[config.mk]
export PLATFORM = sky130hd
export DESIGN_NAME = iq_integrate_dump_flat
export DESIGN_NICKNAME = d
export VERILOG_FILES = /design/src/rtl/iq_demod_pkg.sv /design/src/rtl/iq_integrate_dump_if.sv /design/src/rtl/ADD_LOOKAHEAD.sv /design/src/rtl/iq_sat_acc.sv /design/src/rtl/iq_integrate_dump.sv /design/src/flat_wrapper.sv
export SDC_FILE = /design/constraint.sdc
export NUM_CORES = 1
export LEC_CHECK = 0
export BUFFER_PORTS_ARGS = -buffer_cell sky130_fd_sc_hd__clkbuf_2
export CAP_MARGIN = 40
export CORE_MARGIN = 5
export CORE_UTILIZATION = 55
export CTS_CLUSTER_SIZE = 40
export DETAILED_ROUTE_END_ITERATION = 10
export PLACE_DENSITY = 0.78
export SYNTH_ARGS = -nofsm -noshare
export SYNTH_HDL_FRONTEND = slang
export SYNTH_SLANG_ARGS = --single-unit
export TNS_END_PERCENT = 50
[constraint.sdc]
create_clock -name clk -period 7.8 [get_ports clk]
set_clock_uncertainty 0.1 [all_clocks]
set_input_delay 1.56 -clock clk [delete_from_list [all_inputs] [get_ports clk]]
set_output_delay 1.56 -clock clk [all_outputs]
set_load 0.05 [all_outputs]
[src/rtl/iq_demod_pkg.sv]
// rtl/iq_demod_pkg.sv - shared defaults and saturation limits for the IQ demodulator
// Purpose: default widths/window length and the two's-complement clamp limits
//          used by the integrate-and-dump stage.
// Ports:   none (package)
package iq_demod_pkg;

   localparam int IQ_IN_W      = 8;
   localparam int IQ_ACC_W     = 12;
   localparam int IQ_N_SAMPLES = 4;

   // Largest positive value of a w-bit signed number.
   function automatic int sat_max(input int w);
      return (1 << (w - 1)) - 1;
   endfunction

   // Most negative value of a w-bit signed number.
   function automatic int sat_min(input int w);
      return -(1 << (w - 1));
   endfunction

endpackage

[src/rtl/iq_integrate_dump_if.sv]
// rtl/iq_integrate_dump_if.sv - sample-in / window-sum-out bundle of the integrate-and-dump stage
// Purpose: groups the input sample stream, the output valid/ready stream and the
//          status/control lines of iq_integrate_dump.
// Signals: clear, in_valid, i_in, q_in, out_ready (towards the stage);
//          out_valid, i_out, q_out, overrun, sat (from the stage).
// Modports: slave = the stage itself, master = the surrounding logic.
interface iq_integrate_dump_if #(
   parameter int IN_W  = 8,
   parameter int ACC_W = 12
);
   logic                    clear;
   logic                    in_valid;
   logic signed [IN_W-1:0]  i_in;
   logic signed [IN_W-1:0]  q_in;
   logic                    out_valid;
   logic                    out_ready;
   logic signed [ACC_W-1:0] i_out;
   logic signed [ACC_W-1:0] q_out;
   logic                    overrun;
   logic                    sat;

   modport slave (
      input  clear, in_valid, i_in, q_in, out_ready,
      output out_valid, i_out, q_out, overrun, sat
   );

   modport master (
      output clear, in_valid, i_in, q_in, out_ready,
      input  out_valid, i_out, q_out, overrun, sat
   );
endinterface

[src/rtl/ADD_LOOKAHEAD.sv]
// rtl/ADD_LOOKAHEAD.sv - generate/propagate carry adder, modulo 2^WIDTH
// Purpose: WIDTH-bit adder built from per-bit generate/propagate terms; the carry
//          out of the top bit is discarded (wrapping sum).
// Ports:   a, b (in, WIDTH) operands; sum (out, WIDTH) a+b mod 2^WIDTH.
module ADD_LOOKAHEAD #(
   parameter int WIDTH = 12
) (
   input  logic [WIDTH-1:0] a,
   input  logic [WIDTH-1:0] b,
   output logic [WIDTH-1:0] sum
);
   logic [WIDTH-1:0] p;
   logic [WIDTH-1:0] c;

   always_comb begin
      p    = a ^ b;
      c    = '0;
      for (int k = 1; k < WIDTH; k++) begin
         c[k] = (a[k-1] & b[k-1]) | (p[k-1] & c[k-1]);
      end
      sum  = p ^ c;
   end
endmodule

[src/rtl/iq_sat_acc.sv]
// rtl/iq_sat_acc.sv - saturating signed add for one accumulator rail
// Purpose: a + b through ADD_LOOKAHEAD, clamped to the ACC_W signed range.
//          Purely combinational.
// Ports:   a, b (in, ACC_W signed) operands; sum (out, ACC_W signed) clamped result;
//          sat_hit (out, 1) the clamp was applied.
module iq_sat_acc
   import iq_demod_pkg::*;
#(
   parameter int ACC_W = IQ_ACC_W
) (
   input  logic signed [ACC_W-1:0] a,
   input  logic signed [ACC_W-1:0] b,
   output logic signed [ACC_W-1:0] sum,
   output logic                    sat_hit
);
   localparam logic signed [ACC_W-1:0] MAX_V = ACC_W'(sat_max(ACC_W));
   localparam logic signed [ACC_W-1:0] MIN_V = ACC_W'(sat_min(ACC_W));

   logic [ACC_W-1:0] raw;

   ADD_LOOKAHEAD #(.WIDTH(ACC_W)) u_add (
      .a   (a),
      .b   (b),
      .sum (raw)
   );

   // Overflow only possible when both operands share a sign; the direction of
   // the clamp follows that shared sign.
   always_comb begin
      sat_hit = (a[ACC_W-1] == b[ACC_W-1]) && (raw[ACC_W-1] != a[ACC_W-1]);
      sum     = signed'(raw);
      if (sat_hit) begin
         sum = a[ACC_W-1] ? MIN_V : MAX_V;
      end
   end
endmodule

[src/rtl/iq_integrate_dump.sv]
// rtl/iq_integrate_dump.sv - I/Q integrate-and-dump over N_SAMPLES valid samples
// Purpose: sums one chip period of I and Q samples per rail with saturation and
//          presents each window sum on a valid/ready output.
// Ports:   clk (in) clock; nrst (in) async active-low reset;
//          bus (slave) clear, in_valid, i_in, q_in, out_ready in;
//                      out_valid, i_out, q_out, overrun, sat out.
module iq_integrate_dump
   import iq_demod_pkg::*;
#(
   parameter int IN_W      = IQ_IN_W,
   parameter int ACC_W     = IQ_ACC_W,
   parameter int N_SAMPLES = IQ_N_SAMPLES
) (
   input  logic                clk,
   input  logic                nrst,
   iq_integrate_dump_if.slave  bus
);
   localparam int CNT_W = (N_SAMPLES > 1) ? $clog2(N_SAMPLES) : 1;
   localparam logic [CNT_W-1:0] CNT_LAST = CNT_W'(N_SAMPLES - 1);

   generate
      if (ACC_W < IN_W) begin : g_bad_acc_w
         $error("iq_integrate_dump: ACC_W must be >= IN_W");
      end
      if (N_SAMPLES < 1) begin : g_bad_n
         $error("iq_integrate_dump: N_SAMPLES must be >= 1");
      end
   endgenerate

   logic [CNT_W-1:0]        cnt;
   logic signed [ACC_W-1:0] acc_i, acc_q;
   logic signed [ACC_W-1:0] ext_i, ext_q;
   logic signed [ACC_W-1:0] sum_i, sum_q;
   logic signed [ACC_W-1:0] nxt_i, nxt_q;
   logic signed [ACC_W-1:0] i_out_r, q_out_r;
   logic                    hit_i, hit_q;
   logic                    out_valid_r, overrun_r, sat_r;
   logic                    first, last, dump, clamp;

   assign ext_i = ACC_W'(signed'(bus.i_in));
   assign ext_q = ACC_W'(signed'(bus.q_in));

   iq_sat_acc #(.ACC_W(ACC_W)) u_acc_i (.a(acc_i), .b(ext_i), .sum(sum_i), .sat_hit(hit_i));
   iq_sat_acc #(.ACC_W(ACC_W)) u_acc_q (.a(acc_q), .b(ext_q), .sum(sum_q), .sat_hit(hit_q));

   // The first sample of a window loads rather than adds, so a stale
   // accumulator can never clamp or leak into the new window.
   assign first = (cnt == '0);
   assign last  = (cnt == CNT_LAST);
   assign nxt_i = first ? ext_i : sum_i;
   assign nxt_q = first ? ext_q : sum_q;
   assign dump  = bus.in_valid & last;
   assign clamp = bus.in_valid & ~first & (hit_i | hit_q);

   always_ff @(posedge clk or negedge nrst) begin
      if (!nrst) begin
         cnt         <= '0;
         acc_i       <= '0;
         acc_q       <= '0;
         i_out_r     <= '0;
         q_out_r     <= '0;
         out_valid_r <= 1'b0;
         overrun_r   <= 1'b0;
         sat_r       <= 1'b0;
      end else if (bus.clear) begin
         // Output data is left as is; only its valid qualifier is dropped.
         cnt         <= '0;
         acc_i       <= '0;
         acc_q       <= '0;
         out_valid_r <= 1'b0;
         overrun_r   <= 1'b0;
         sat_r       <= 1'b0;
      end else begin
         overrun_r <= dump & out_valid_r & ~bus.out_ready;
         if (bus.in_valid) begin
            acc_i <= nxt_i;
            acc_q <= nxt_q;
            cnt   <= last ? '0 : cnt + CNT_W'(1);
         end
         if (clamp) begin
            sat_r <= 1'b1;
         end
         if (dump) begin
            i_out_r     <= nxt_i;
            q_out_r     <= nxt_q;
            out_valid_r <= 1'b1;
         end else if (out_valid_r & bus.out_ready) begin
            out_valid_r <= 1'b0;
         end
      end
   end

   assign bus.out_valid = out_valid_r;
   assign bus.i_out     = i_out_r;
   assign bus.q_out     = q_out_r;
   assign bus.overrun   = overrun_r;
   assign bus.sat       = sat_r;
endmodule

[src/flat_wrapper.sv]
// flat-port wrapper written by rule: the top's interface ports become plain ports
module iq_integrate_dump_flat import iq_demod_pkg::*;
#(
   parameter int IN_W      = IQ_IN_W,
   parameter int ACC_W     = IQ_ACC_W,
   parameter int N_SAMPLES = IQ_N_SAMPLES
)
  (clk, nrst, bus_clear, bus_in_valid, bus_i_in, bus_q_in, bus_out_ready, bus_out_valid, bus_i_out, bus_q_out, bus_overrun, bus_sat);
  iq_integrate_dump_if #(.IN_W(IN_W), .ACC_W(ACC_W)) bus_i ();
  input  logic clk;
  input  logic nrst;
  input wire logic [$bits(bus_i.clear)-1:0] bus_clear;
  input wire logic [$bits(bus_i.in_valid)-1:0] bus_in_valid;
  input wire logic [$bits(bus_i.i_in)-1:0] bus_i_in;
  input wire logic [$bits(bus_i.q_in)-1:0] bus_q_in;
  input wire logic [$bits(bus_i.out_ready)-1:0] bus_out_ready;
  output wire logic [$bits(bus_i.out_valid)-1:0] bus_out_valid;
  output wire logic [$bits(bus_i.i_out)-1:0] bus_i_out;
  output wire logic [$bits(bus_i.q_out)-1:0] bus_q_out;
  output wire logic [$bits(bus_i.overrun)-1:0] bus_overrun;
  output wire logic [$bits(bus_i.sat)-1:0] bus_sat;
  assign bus_i.clear = bus_clear;
  assign bus_i.in_valid = bus_in_valid;
  assign bus_i.i_in = bus_i_in;
  assign bus_i.q_in = bus_q_in;
  assign bus_i.out_ready = bus_out_ready;
  assign bus_out_valid = bus_i.out_valid;
  assign bus_i_out = bus_i.i_out;
  assign bus_q_out = bus_i.q_out;
  assign bus_overrun = bus_i.overrun;
  assign bus_sat = bus_i.sat;
  iq_integrate_dump #(.IN_W(IN_W), .ACC_W(ACC_W), .N_SAMPLES(N_SAMPLES)) u_core (.clk(clk), .nrst(nrst), .bus(bus_i));
endmodule
; ---- Yosys cells after proc, flatten, opt, wreduce, memory -nomap -nowiden
; Cells that the tools add are included.
[word_totals]
regBits = 53
in_bits = 21
output_inout_bits = 27
[classes]
reduce_logical = 7
n_mux = 19
bitwise_logic = 76
n_eq_ne = 5
n_addsub = 1
[ops]
columns = operator, count
row1 = 2-to-1 mux 12 bit, 10
row2 = bitwise AND 1 bit, 48
row3 = bitwise XOR 12 bit, 4
row4 = OR 1 bit, 21
row5 = 2-to-1 mux 1 bit, 6
row6 = 2-to-1 mux 2 bit, 3
row7 = nonzero test 2 bit, 2
row8 = inverter 1 bit, 3
row9 = nonzero test 3 bit, 1
row10 = adder 2 x 1 -> 2 bit (second input constant), 1
row11 = == test 1 bit, 2
row12 = == test 2 bit (second input constant), 1
row13 = logical AND 1 bit, 2
row14 = logical NOT 2 bit, 1
row15 = inequality test 1 bit, 2
row16 = AND reduction 2 bit, 1

; ---- Depth between registers and ports, before layout
; Gate-level depths: netlist of the first run.
[logic_depth]
ltp_word = 28
depth_mapped = 17

; ---- Cells and area by module
; A second synthesis of the first run with hierarchy kept.
[hier_totals]
cells_unflattened = 312
hier_area_um2 = 3258.1
[by_module_without_submodules]
columns = mod, instances, seq_area_each_um2, area_per_inst_um2, cells_per_inst
row1 = iq_integrate_dump, 1, 1326.3, 2269.7, 206
row2 = iq_sat_acc, 2, 0.0, 257.7, 41
row3 = ADD_LOOKAHEAD, 2, 0.0, 236.5, 12

; ---- Worst setup path after synthesis of the first run
; OpenSTA, ideal clock, no wires.
[synth_timing]
path_type = input -> register
start = input bus_q_in[0]
end = register u_core.acc_q[6]
t_required_ns = 7.617
arrival_ns = 6.629
path_buffers = 2
setup_ns = 0.083
setup_slack_ns = 0.988
cell_stages = 17
path_cell_list = ha_1 -> inv_1 -> fa_1 -> fa_1 -> fa_1 -> fa_1 -> fa_1 -> fa_1 -> fa_1 -> fa_1 -> fa_1 -> fa_1 -> buf_4 -> buf_4 -> a211oi_1 -> a221oi_1 -> o22ai_1
[synth_via]
elab_chain_len = 28
[synth_rtl]
columns = element, line
row1 = start: declaration, flat_wrapper.sv:15  ; input wire logic [$bits(bus_i.q_in)-1:0] bus_q_in;
row2 = bitwise AND 1 bit (*) (2 in a row), ADD_LOOKAHEAD.sv:19  ; c[k] = (a[k-1] & b[k-1]) | (p[k-1] & c[k-1]);
row3 = OR 1 bit (*), ADD_LOOKAHEAD.sv:19
row4 = bitwise AND 1 bit (*), ADD_LOOKAHEAD.sv:19
row5 = OR 1 bit (*), ADD_LOOKAHEAD.sv:19
row6 = bitwise AND 1 bit (*), ADD_LOOKAHEAD.sv:19
row7 = OR 1 bit (*), ADD_LOOKAHEAD.sv:19
row8 = bitwise AND 1 bit (*), ADD_LOOKAHEAD.sv:19
row9 = OR 1 bit (*), ADD_LOOKAHEAD.sv:19
row10 = (+11 left out), -
row11 = OR 1 bit, ADD_LOOKAHEAD.sv:19
row12 = bitwise XOR 12 bit (*), ADD_LOOKAHEAD.sv:21  ; sum = p ^ c;
row13 = inequality test 1 bit, iq_sat_acc.sv:30  ; sat_hit = (a[ACC_W-1] == b[ACC_W-1]) && (raw[ACC_W-1] != a[ACC_W-1]);
row14 = logical AND 1 bit, iq_sat_acc.sv:30
row15 = 2-to-1 mux 12 bit (*), iq_sat_acc.sv:32  ; if (sat_hit) begin
row16 = 2-to-1 mux 12 bit (*), iq_integrate_dump.sv:51  ; assign nxt_q = first ? ext_q : sum_q;
row17 = 2-to-1 mux 12 bit (*), iq_integrate_dump.sv:75  ; if (bus.in_valid) begin
row18 = 2-to-1 mux 12 bit (*), iq_integrate_dump.sv:65  ; end else if (bus.clear) begin
row19 = end signal: assignment, iq_integrate_dump.sv:77  ; acc_q <= nxt_q;
row20 = end: declaration, iq_integrate_dump.sv:31  ; logic signed [ACC_W-1:0] acc_i, acc_q;
; Mark *: on every way between the ends. The rest lies on a longest branch, timed or not. The select of a mux whose other input is x is not followed.
; A chain may end at the register's enable or synchronous reset.

; ---- Worst setup path after layout of the first run
[layout_timing]
start = input bus_q_in[0]
end = register u_core.acc_q[10]
[layout_via]
elab_chain_len = 28
[layout_rtl]
columns = element, line
row1 = bitwise AND 1 bit (*) (2 in a row), ADD_LOOKAHEAD.sv:19
row2 = OR 1 bit (*), ADD_LOOKAHEAD.sv:19
row3 = bitwise AND 1 bit (*), ADD_LOOKAHEAD.sv:19
row4 = OR 1 bit (*), ADD_LOOKAHEAD.sv:19
row5 = bitwise AND 1 bit (*), ADD_LOOKAHEAD.sv:19
row6 = OR 1 bit (*), ADD_LOOKAHEAD.sv:19
row7 = bitwise AND 1 bit (*), ADD_LOOKAHEAD.sv:19
row8 = OR 1 bit (*), ADD_LOOKAHEAD.sv:19
row9 = (+11 left out), -
row10 = OR 1 bit, ADD_LOOKAHEAD.sv:19
row11 = bitwise XOR 12 bit (*), ADD_LOOKAHEAD.sv:21
row12 = inequality test 1 bit, iq_sat_acc.sv:30
row13 = logical AND 1 bit, iq_sat_acc.sv:30
row14 = 2-to-1 mux 12 bit (*), iq_sat_acc.sv:32
row15 = 2-to-1 mux 12 bit (*), iq_integrate_dump.sv:51
row16 = 2-to-1 mux 12 bit (*), iq_integrate_dump.sv:75
row17 = 2-to-1 mux 12 bit (*), iq_integrate_dump.sv:65
; Marked as above.

==> results of run 1 <==
==> registers in the layout, indices dropped and copies added (netlist names) <==
signal,cells
u_core.acc_q,12
u_core.bus.out_valid,1
u_core.bus.overrun,1
u_core.cnt,2
u_core.acc_i,12
u_core.bus.sat,1
u_core.bus.i_out,12
u_core.bus.q_out,12
==> worst max path at each step <==
stage                      from                to  slack (ps)  cells after the start
floorplan           bus_q_in[0]   u_core.acc_q[6]         990                     17
global placement    bus_q_in[0]    u_core.bus.sat         530                     16
detailed placement  bus_q_in[0]    u_core.bus.sat         480                     16
CTS                 bus_q_in[0]    u_core.bus.sat         800                     16
global route        bus_q_in[0]    u_core.bus.sat         520                     16
finish              bus_q_in[0]  u_core.acc_q[10]         790                     16
==> cells by family after synthesis <==
kind of cell | after synthesis | share of synthesized area, %
compound gates | 119 | 23.85
simple gates | 82 | 12.34
mux | 1 | 0.3028
buf+inv | 68 | 9.765
fa+ha+maj | 24 | 13.63
flops | 53 | 40.12
==> critical path: cells and delay by family <==
| family | cells | cell delay, ps |
|---|---|---|
| fa+ha+maj | 11 | 4670 |
| buf+inv | 2 | 160 |
| compound gates | 2 | 420 |
| simple gates | 1 | 300 |
==> through the flow <==
stage / power (mW) / utilization (%) / cell area [um^2] / setup WS, ps
after detailed placement: 0.6437 / 59.20 / 3485 / 484.9
final: 0.8358 / 61.16 / 3600 / 792.8
after global routing: 0.8832 / 61.16 / 3600 / 515.2
after floorplan: 0.5755 / - / 3306 / 987.5
after CTS: 0.8394 / 61.16 / 3600 / 804.8
after global placement: 0.6330 / 59.20 / 3485 / 533.7
==> final cells by class <==
class                           count  area, um^2
Clock buffer                        5       68.82
Inverter                           40       150.1
Timing Repair Buffer               50       257.7
Clock inverter                      3       46.29
Multi-Input combinational cell    226        1657
Sequential cell                    53        1326
Tap cell                           75       93.84
Fill cell                         513        2286
==> routing by layer <==
metal,vias up,wire length (um)
met2,88,3477
met5,-,0
li1,1261,-
met3,6,515
met1,1315,3326
met4,0,78
==> layout by cell type (no fill, tap or decap), types with 3 or more instances in the layout <==
master	synthesis	final
clkbuf_2	0	47
nor2_1	17	17
a311oi_1	4	4
ha_1	4	4
o21ai_0	32	32
inv_1	39	39
o22ai_1	16	16
a221oi_1	14	14
dfrtp_1	53	53
nand2_1	26	26
nand2b_1	25	25
fa_1	20	20
o21ai_1	7	7
a22oi_1	3	3
clkbuf_8	0	5
o31ai_1	8	8
a211oi_1	13	13
buf_4	6	3
o32ai_1	4	4
a21oi_1	10	10
nor2b_1	3	3
==> where the power goes <==
| part | switching (mW) | internal (mW) | total, mW | leakage (nW) |
|---|---|---|---|---|
| logic | 0.211 | 0.0912 | 0.302 | 0.829 |
| clock network | 0.101 | 0.0963 | 0.197 | 0.0543 |
| registers | 0.0246 | 0.312 | 0.336 | 0.710 |
==> flow_results.xml, run 1 <==
<?xml version="1.0" encoding="UTF-8"?>
<metrics>
  <group name="synth">
    <metric name="synth_most_common_cell" unit="">dfrtp_1</metric>
    <metric name="synth_cells" unit="">347</metric>
    <metric name="synthesis.area_per_instance" unit="um^2">9.526</metric>
    <metric name="synthDominantCellAreaShare" unit="%">40.12</metric>
    <metric name="number_of_enable_flip_flop_cells_after_synthesis" unit="">0</metric>
    <metric name="post_synth_instance_area" unit="um^2">3306</metric>
    <metric name="dominantRegCellSynth" unit="">dfrtp_1</metric>
    <metric name="synth.top_cells.by_count" unit="">dfrtp_1, inv_1, o21ai_0</metric>
    <metric name="synth_cell_types" unit="">39</metric>
    <metric name="fraction_of_synthesis_flops_using_an_asynchronous_set_or_reset_pin" unit="%">100.0</metric>
    <metric name="synthTopCellsByArea" unit="">dfrtp_1, fa_1, o21ai_0, nand2b_1, inv_1</metric>
    <metric name="syn-num-nets" unit="">392</metric>
    <metric name="sequential_fraction_of_the_synthesis_area" unit="%">40.12</metric>
    <metric name="postSynthRegisterBits" unit="">53</metric>
    <metric name="yosysTopAreaCell" unit="">dfrtp_1</metric>
    <metric name="yosysWarnings" unit="">0</metric>
  </group>
  <group name="global_route">
    <metric name="groute.layer.met1.usage" unit="%">29.94</metric>
    <metric name="grt_start_max_net_pins" unit="">54</metric>
    <metric name="globalRouteMet2Util" unit="%">33.01</metric>
    <metric name="number_of_antenna_violations_at_the_first_check_in_global_routing" unit="">0</metric>
    <metric name="grt_pass1_vias" unit="">2609</metric>
    <metric name="globalRoute.busiestLayer" unit="">met2</metric>
    <metric name="global_route.usage.total" unit="%">20.98</metric>
    <metric name="globalRouteMet3Util" unit="%">4.068</metric>
    <metric name="globalRoute.totalOverflow" unit="">0</metric>
    <metric name="grt_first_pass_wirelength" unit="um">12700</metric>
  </group>
  <group name="sta">
    <metric name="finalHoldViolCount" unit="">0</metric>
    <metric name="worst_max_slew_pin_slew" unit="ps">761.8</metric>
    <metric name="tmin_final" unit="ps">7007</metric>
    <metric name="finalMaxSlewViolations" unit="">0</metric>
    <metric name="fmax" unit="GHz">0.1427</metric>
    <metric name="timing.setup.tns" unit="ps">0</metric>
    <metric name="relative_max_transition_margin" unit="%">49.22</metric>
    <metric name="hold_slack" unit="ps">385.6</metric>
    <metric name="finalCritPeriodShare" unit="%">89.84</metric>
    <metric name="grt_setup_unrepaired" unit="">no</metric>
    <metric name="final-setup-viol-count" unit="">0</metric>
  </group>
  <group name="worst_setup_path">
    <metric name="capturing_element_type_of_the_critical_path" unit="">flop</metric>
    <metric name="rr_endpoint" unit="">u_core.acc_i[7]</metric>
    <metric name="slowest_delay" unit="ps">660</metric>
    <metric name="worst_setup_path_start_kind" unit="">primary input</metric>
    <metric name="worst_ep_required_time" unit="ps">7920</metric>
    <metric name="critical-path-slowest-cell" unit="">fa_1</metric>
    <metric name="reg2reg_path_depth" unit="">15</metric>
    <metric name="cp_common_cell" unit="">fa_1</metric>
    <metric name="cp_cell_sequence" unit="">clkbuf_2, ha_1, inv_1, fa_1, fa_1, fa_1, fa_1, fa_1, fa_1, fa_1, fa_1, fa_1, fa_1, nor2_2, a21oi_1, a311oi_1</metric>
    <metric name="crit_path_max_fanout" unit="">18</metric>
    <metric name="reg2reg_setup_slack" unit="ps">1780</metric>
    <metric name="critPathArrivalTime" unit="ps">7120</metric>
    <metric name="critPathKind" unit="">in2reg</metric>
    <metric name="r2r-start" unit="">u_core.acc_i[0]</metric>
  </group>
  <group name="die">
    <metric name="num_io_pins" unit="">48</metric>
    <metric name="fp-row-count" unit="">28</metric>
    <metric name="core_region_area" unit="um^2">5886</metric>
    <metric name="die_area" unit="um^2">7661</metric>
    <metric name="dieWidth" unit="um">87.53</metric>
    <metric name="floorplan.die.height" unit="um">87.53</metric>
    <metric name="initial_utilization" unit="%">56.16</metric>
  </group>
  <group name="clocking">
    <metric name="clk_latency" unit="ps">330</metric>
    <metric name="path_clk_slew" unit="ps">100</metric>
    <metric name="clock_sinks" unit="">53</metric>
    <metric name="post_cts.repair.setup_buffers" unit="">0</metric>
    <metric name="clock_tree.htree_level_count" unit="">2</metric>
    <metric name="tritoncts" unit="">yes</metric>
    <metric name="cts_buffer_depth" unit="">2</metric>
    <metric name="post_cts.resized_instances" unit="">0</metric>
    <metric name="tritoncts.num_buffers" unit="">5</metric>
    <metric name="postCtsHoldBufs" unit="">0</metric>
    <metric name="clock_tree.root_cell" unit="">clkbuf_8</metric>
  </group>
  <group name="placement">
    <metric name="detailed_place_hpwl" unit="um">4966</metric>
    <metric name="placedCellCount" unit="">444</metric>
    <metric name="io_buffer_count" unit="">47</metric>
    <metric name="place.gp.congestion" unit="">0.8293</metric>
  </group>
  <group name="power">
    <metric name="power.static_leakage" unit="nW">1.593</metric>
    <metric name="power_per_cell_area" unit="nW/um^2">232.2</metric>
    <metric name="irDropWorstVdd" unit="mV">0.1252</metric>
  </group>
  <group name="route">
    <metric name="routed_wire_length_per_instance" unit="um">16.37</metric>
    <metric name="wl" unit="um">7397</metric>
    <metric name="drc_errors" unit="">0</metric>
    <metric name="vias" unit="">2670</metric>
    <metric name="detail_route.iter0.violations" unit="">176</metric>
    <metric name="antenna_left" unit="">0</metric>
    <metric name="vias_per_cell" unit="">5.907</metric>
    <metric name="first_drt_pass_iteration_count" unit="">4</metric>
  </group>
  <group name="layout">
    <metric name="num-nets-final" unit="">421</metric>
    <metric name="antenna-diode-count" unit="">0</metric>
    <metric name="layout-drive-gt1-share" unit="%">16.45</metric>
    <metric name="syn_to_layout_area_delta" unit="%">8.895</metric>
    <metric name="final_cell_count_no_fill" unit="">452</metric>
  </group>
  <group name="outcome">
    <metric name="run_status" unit="">finished clean</metric>
  </group>
  <group name="run">
    <metric name="max-cap-violations" unit="">0</metric>
  </group>
  <group name="min_path">
    <metric name="timing.hold.worst.start" unit="">u_core.bus.i_out[9]</metric>
    <metric name="worst_hold_path.num_cells" unit="">2</metric>
    <metric name="min_to" unit="">u_core.bus.i_out[9]</metric>
    <metric name="min-delay-path-class" unit="">reg2reg</metric>
  </group>
</metrics>
(Power assumes the default switching activity.)
==> run 2: changes to the inputs <==
- CORE_UTILIZATION: 55 -> 52
- clock period: 7.8 -> 5.98 ns (I/O delays scaled with it)
==> run 2 against run 1 <==
Sequential power is 31% higher. Flip-flop and latch count did not move. Cell count rose by 2.0%. Highest routed layer unchanged. Utilization decreased by 0.67 points. Clock power increased by 47%.
==> flow_results.xml, run 2 (synthesis results as in run 1) <==
<?xml version="1.0" encoding="UTF-8"?>
<metrics>
  <group name="outcome">
    <metric name="run_status" unit="">finished clean</metric>
  </group>
  <group name="layout">
    <metric name="antenna-diode-count" unit="">0</metric>
    <metric name="most-common-layout-cells" unit="">dfrtp_1, clkbuf_2, inv_1</metric>
    <metric name="layout-drive-gt1-share" unit="%">26.56</metric>
    <metric name="finish.utilization" unit="%">60.49</metric>
    <metric name="postLayoutCellArea" unit="um^2">3797</metric>
    <metric name="syn_to_layout_area_delta" unit="%">14.88</metric>
    <metric name="layout_commonest_cell" unit="">dfrtp_1</metric>
    <metric name="num-nets-final" unit="">428</metric>
    <metric name="fillCellCount" unit="">534</metric>
  </group>
  <group name="min_path">
    <metric name="min-delay-path-class" unit="">reg2reg</metric>
    <metric name="worst_hold_path.num_cells" unit="">2</metric>
  </group>
  <group name="worst_setup_path">
    <metric name="reg2reg_path_depth" unit="">16</metric>
    <metric name="critical-path-slowest-cell" unit="">fa_2</metric>
    <metric name="worst_ep_required_time" unit="ps">6060</metric>
    <metric name="cp_common_cell" unit="">fa_2</metric>
    <metric name="r2r-start" unit="">u_core.acc_i[0]</metric>
    <metric name="rr_endpoint" unit="">u_core.bus.sat</metric>
    <metric name="cp_cell_sequence" unit="">clkbuf_2, ha_1, inv_1, fa_2, fa_2, fa_2, fa_2, fa_2, fa_2, fa_2, fa_2, fa_2, fa_2, buf_4, and3_1, nor4_2, o41ai_2</metric>
    <metric name="cp-startpoint" unit="">bus_i_in[0]</metric>
    <metric name="critPathArrivalTime" unit="ps">5900</metric>
    <metric name="critPathKind" unit="">in2reg</metric>
    <metric name="critical_path.endpoint" unit="">u_core.bus.sat</metric>
    <metric name="slowest_delay" unit="ps">390</metric>
    <metric name="reg2reg_setup_slack" unit="ps">760</metric>
    <metric name="crit_path_max_fanout" unit="">4</metric>
    <metric name="worst_setup_path_start_kind" unit="">primary input</metric>
    <metric name="capturing_element_type_of_the_critical_path" unit="">flop</metric>
  </group>
  <group name="power">
    <metric name="post-layout-total-power" unit="mW">1.156</metric>
    <metric name="irDropWorstVdd" unit="mV">0.1750</metric>
    <metric name="power.static_leakage" unit="nW">1.653</metric>
    <metric name="power_per_cell_area" unit="nW/um^2">304.4</metric>
  </group>
  <group name="placement">
    <metric name="io_buffer_count" unit="">47</metric>
    <metric name="place.gp.congestion" unit="">0.8552</metric>
    <metric name="post_dp_cell_area" unit="um^2">3585</metric>
    <metric name="detailed_place_hpwl" unit="um">5219</metric>
    <metric name="pre_cts_setup_slack" unit="ps">-365.6</metric>
  </group>
  <group name="sta">
    <metric name="finalHoldViolCount" unit="">0</metric>
    <metric name="relative_max_transition_margin" unit="%">42.46</metric>
    <metric name="finalMaxSlewViolations" unit="">0</metric>
    <metric name="grt_setup_unrepaired" unit="">no</metric>
    <metric name="worst_slack" unit="ps">160.1</metric>
    <metric name="hold_slack" unit="ps">384.1</metric>
    <metric name="tmin_final" unit="ps">5820</metric>
    <metric name="worst_max_slew_pin_slew" unit="ps">863.0</metric>
    <metric name="finalCritPeriodShare" unit="%">97.32</metric>
    <metric name="final-setup-viol-count" unit="">0</metric>
    <metric name="fmax" unit="GHz">0.1718</metric>
  </group>
  <group name="die">
    <metric name="die_area" unit="um^2">8051</metric>
    <metric name="num_io_pins" unit="">48</metric>
    <metric name="floorplan.die.height" unit="um">89.73</metric>
    <metric name="fp-row-count" unit="">29</metric>
    <metric name="dieWidth" unit="um">89.73</metric>
    <metric name="core_region_area" unit="um^2">6277</metric>
    <metric name="initial_utilization" unit="%">52.66</metric>
  </group>
  <group name="clocking">
    <metric name="path_clk_slew" unit="ps">100</metric>
    <metric name="clock_tree.htree_level_count" unit="">2</metric>
    <metric name="tritoncts" unit="">yes</metric>
    <metric name="clock_tree.root_cell" unit="">clkbuf_8</metric>
    <metric name="cts_buffer_depth" unit="">2</metric>
    <metric name="tritoncts.num_buffers" unit="">5</metric>
    <metric name="clk_latency" unit="ps">310</metric>
    <metric name="clock_sinks" unit="">53</metric>
  </group>
  <group name="route">
    <metric name="detail_route.iter0.violations" unit="">166</metric>
    <metric name="drc_errors" unit="">0</metric>
    <metric name="first_drt_pass_iteration_count" unit="">5</metric>
    <metric name="antenna_left" unit="">0</metric>
    <metric name="wl" unit="um">7634</metric>
    <metric name="vias" unit="">2718</metric>
    <metric name="vias_per_cell" unit="">5.896</metric>
    <metric name="routed_wire_length_per_instance" unit="um">16.56</metric>
  </group>
  <group name="global_route">
    <metric name="globalRoute.totalOverflow" unit="">0</metric>
    <metric name="grt_pass1_vias" unit="">2780</metric>
    <metric name="grt_start_max_net_pins" unit="">54</metric>
    <metric name="number_of_antenna_violations_at_the_first_check_in_global_routing" unit="">0</metric>
    <metric name="global_route.usage.total" unit="%">19.61</metric>
    <metric name="grt_first_pass_wirelength" unit="um">13250</metric>
  </group>
  <group name="run">
    <metric name="max-cap-violations" unit="">0</metric>
  </group>
</metrics>
[run 2: cell count changes in the layout (fill, tap and decap cells not counted), moves of 2 or more]
cell | before | now
buf_4 | 3 | 8
a211oi_2 | 0 | 6
fa_2 | 0 | 20
buf_6 | 0 | 2
o21ai_0 | 32 | 25
o21ai_1 | 7 | 13
a211oi_1 | 13 | 7
fa_1 | 20 | 0
[run 2: worst max-delay path, delay by kind of cell]
family          cells  cell delay, ps
simple gates        2             460
buf+inv             3             320
fa+ha+maj          11            3840
compound gates      1              80
[run 2: area by class of cell]
| class | count | area, um^2 | area share [%] |
|---|---|---|---|
| clock buffer | 5 | 68.82 | 1.812 |
| clock inverter | 3 | 65.06 | 1.713 |
| inverter | 40 | 150.1 | 3.954 |
| multi-input combinational | 226 | 1773 | 46.69 |
| sequential | 53 | 1326 | 34.93 |
| tap | 77 | 96.34 | 2.537 |
| timing repair buffer | 57 | 317.8 | 8.369 |
[run 2: worst min-delay path by stage]
| stage | from | end | slack, ps |
|---|---|---|---|
| detailed placement | u_core.bus.i_out[10] | u_core.bus.i_out[10] | 370 |
| CTS | u_core.bus.i_out[10] | u_core.bus.i_out[10] | 390 |
| global route | u_core.bus.i_out[3] | u_core.bus.i_out[3] | 420 |
| floorplan | u_core.acc_q[2] | u_core.acc_q[2] | 350 |
| global placement | u_core.bus.i_out[11] | u_core.bus.i_out[11] | 360 |
| finish | u_core.bus.i_out[10] | u_core.bus.i_out[10] | 380 |
[run 2: power breakdown]
group / total (mW) / internal [mW] / switching, mW
combinational: 0.427 / 0.139 / 0.289
clock: 0.289 / 0.166 / 0.123
sequential: 0.440 / 0.406 / 0.0332
total: 1.16 / 0.711 / 0.445
[run 2: timing repair]
action                                  4_1_cts  5_1_grt
endpoints found under the setup margin        4       43
resized for setup                             3       21
endpoints found under the hold margin         0        0
pin swaps                                     2       15
setup buffers                                 0        0
hold buffers                                  0        0
gates cloned                                  0        0
[run 2: metrics by stage]
stage	std cells	TNS, ps
floorplan	347	0
global placement	453	-6798
detailed placement	453	-11860
CTS	461	0
global route	461	0
finish	461	0
[run 2: metal layers]
layer | up-vias | track usage (%) | part of all wire [%]
li1 | 1281 | - | -
met1 | 1333 | 27.06 | 46
met2 | 92 | 31.71 | 47
met3 | 12 | 4.007 | 5.9
met4 | 0 | 4.786 | 1.3
met5 | - | 0 | 0
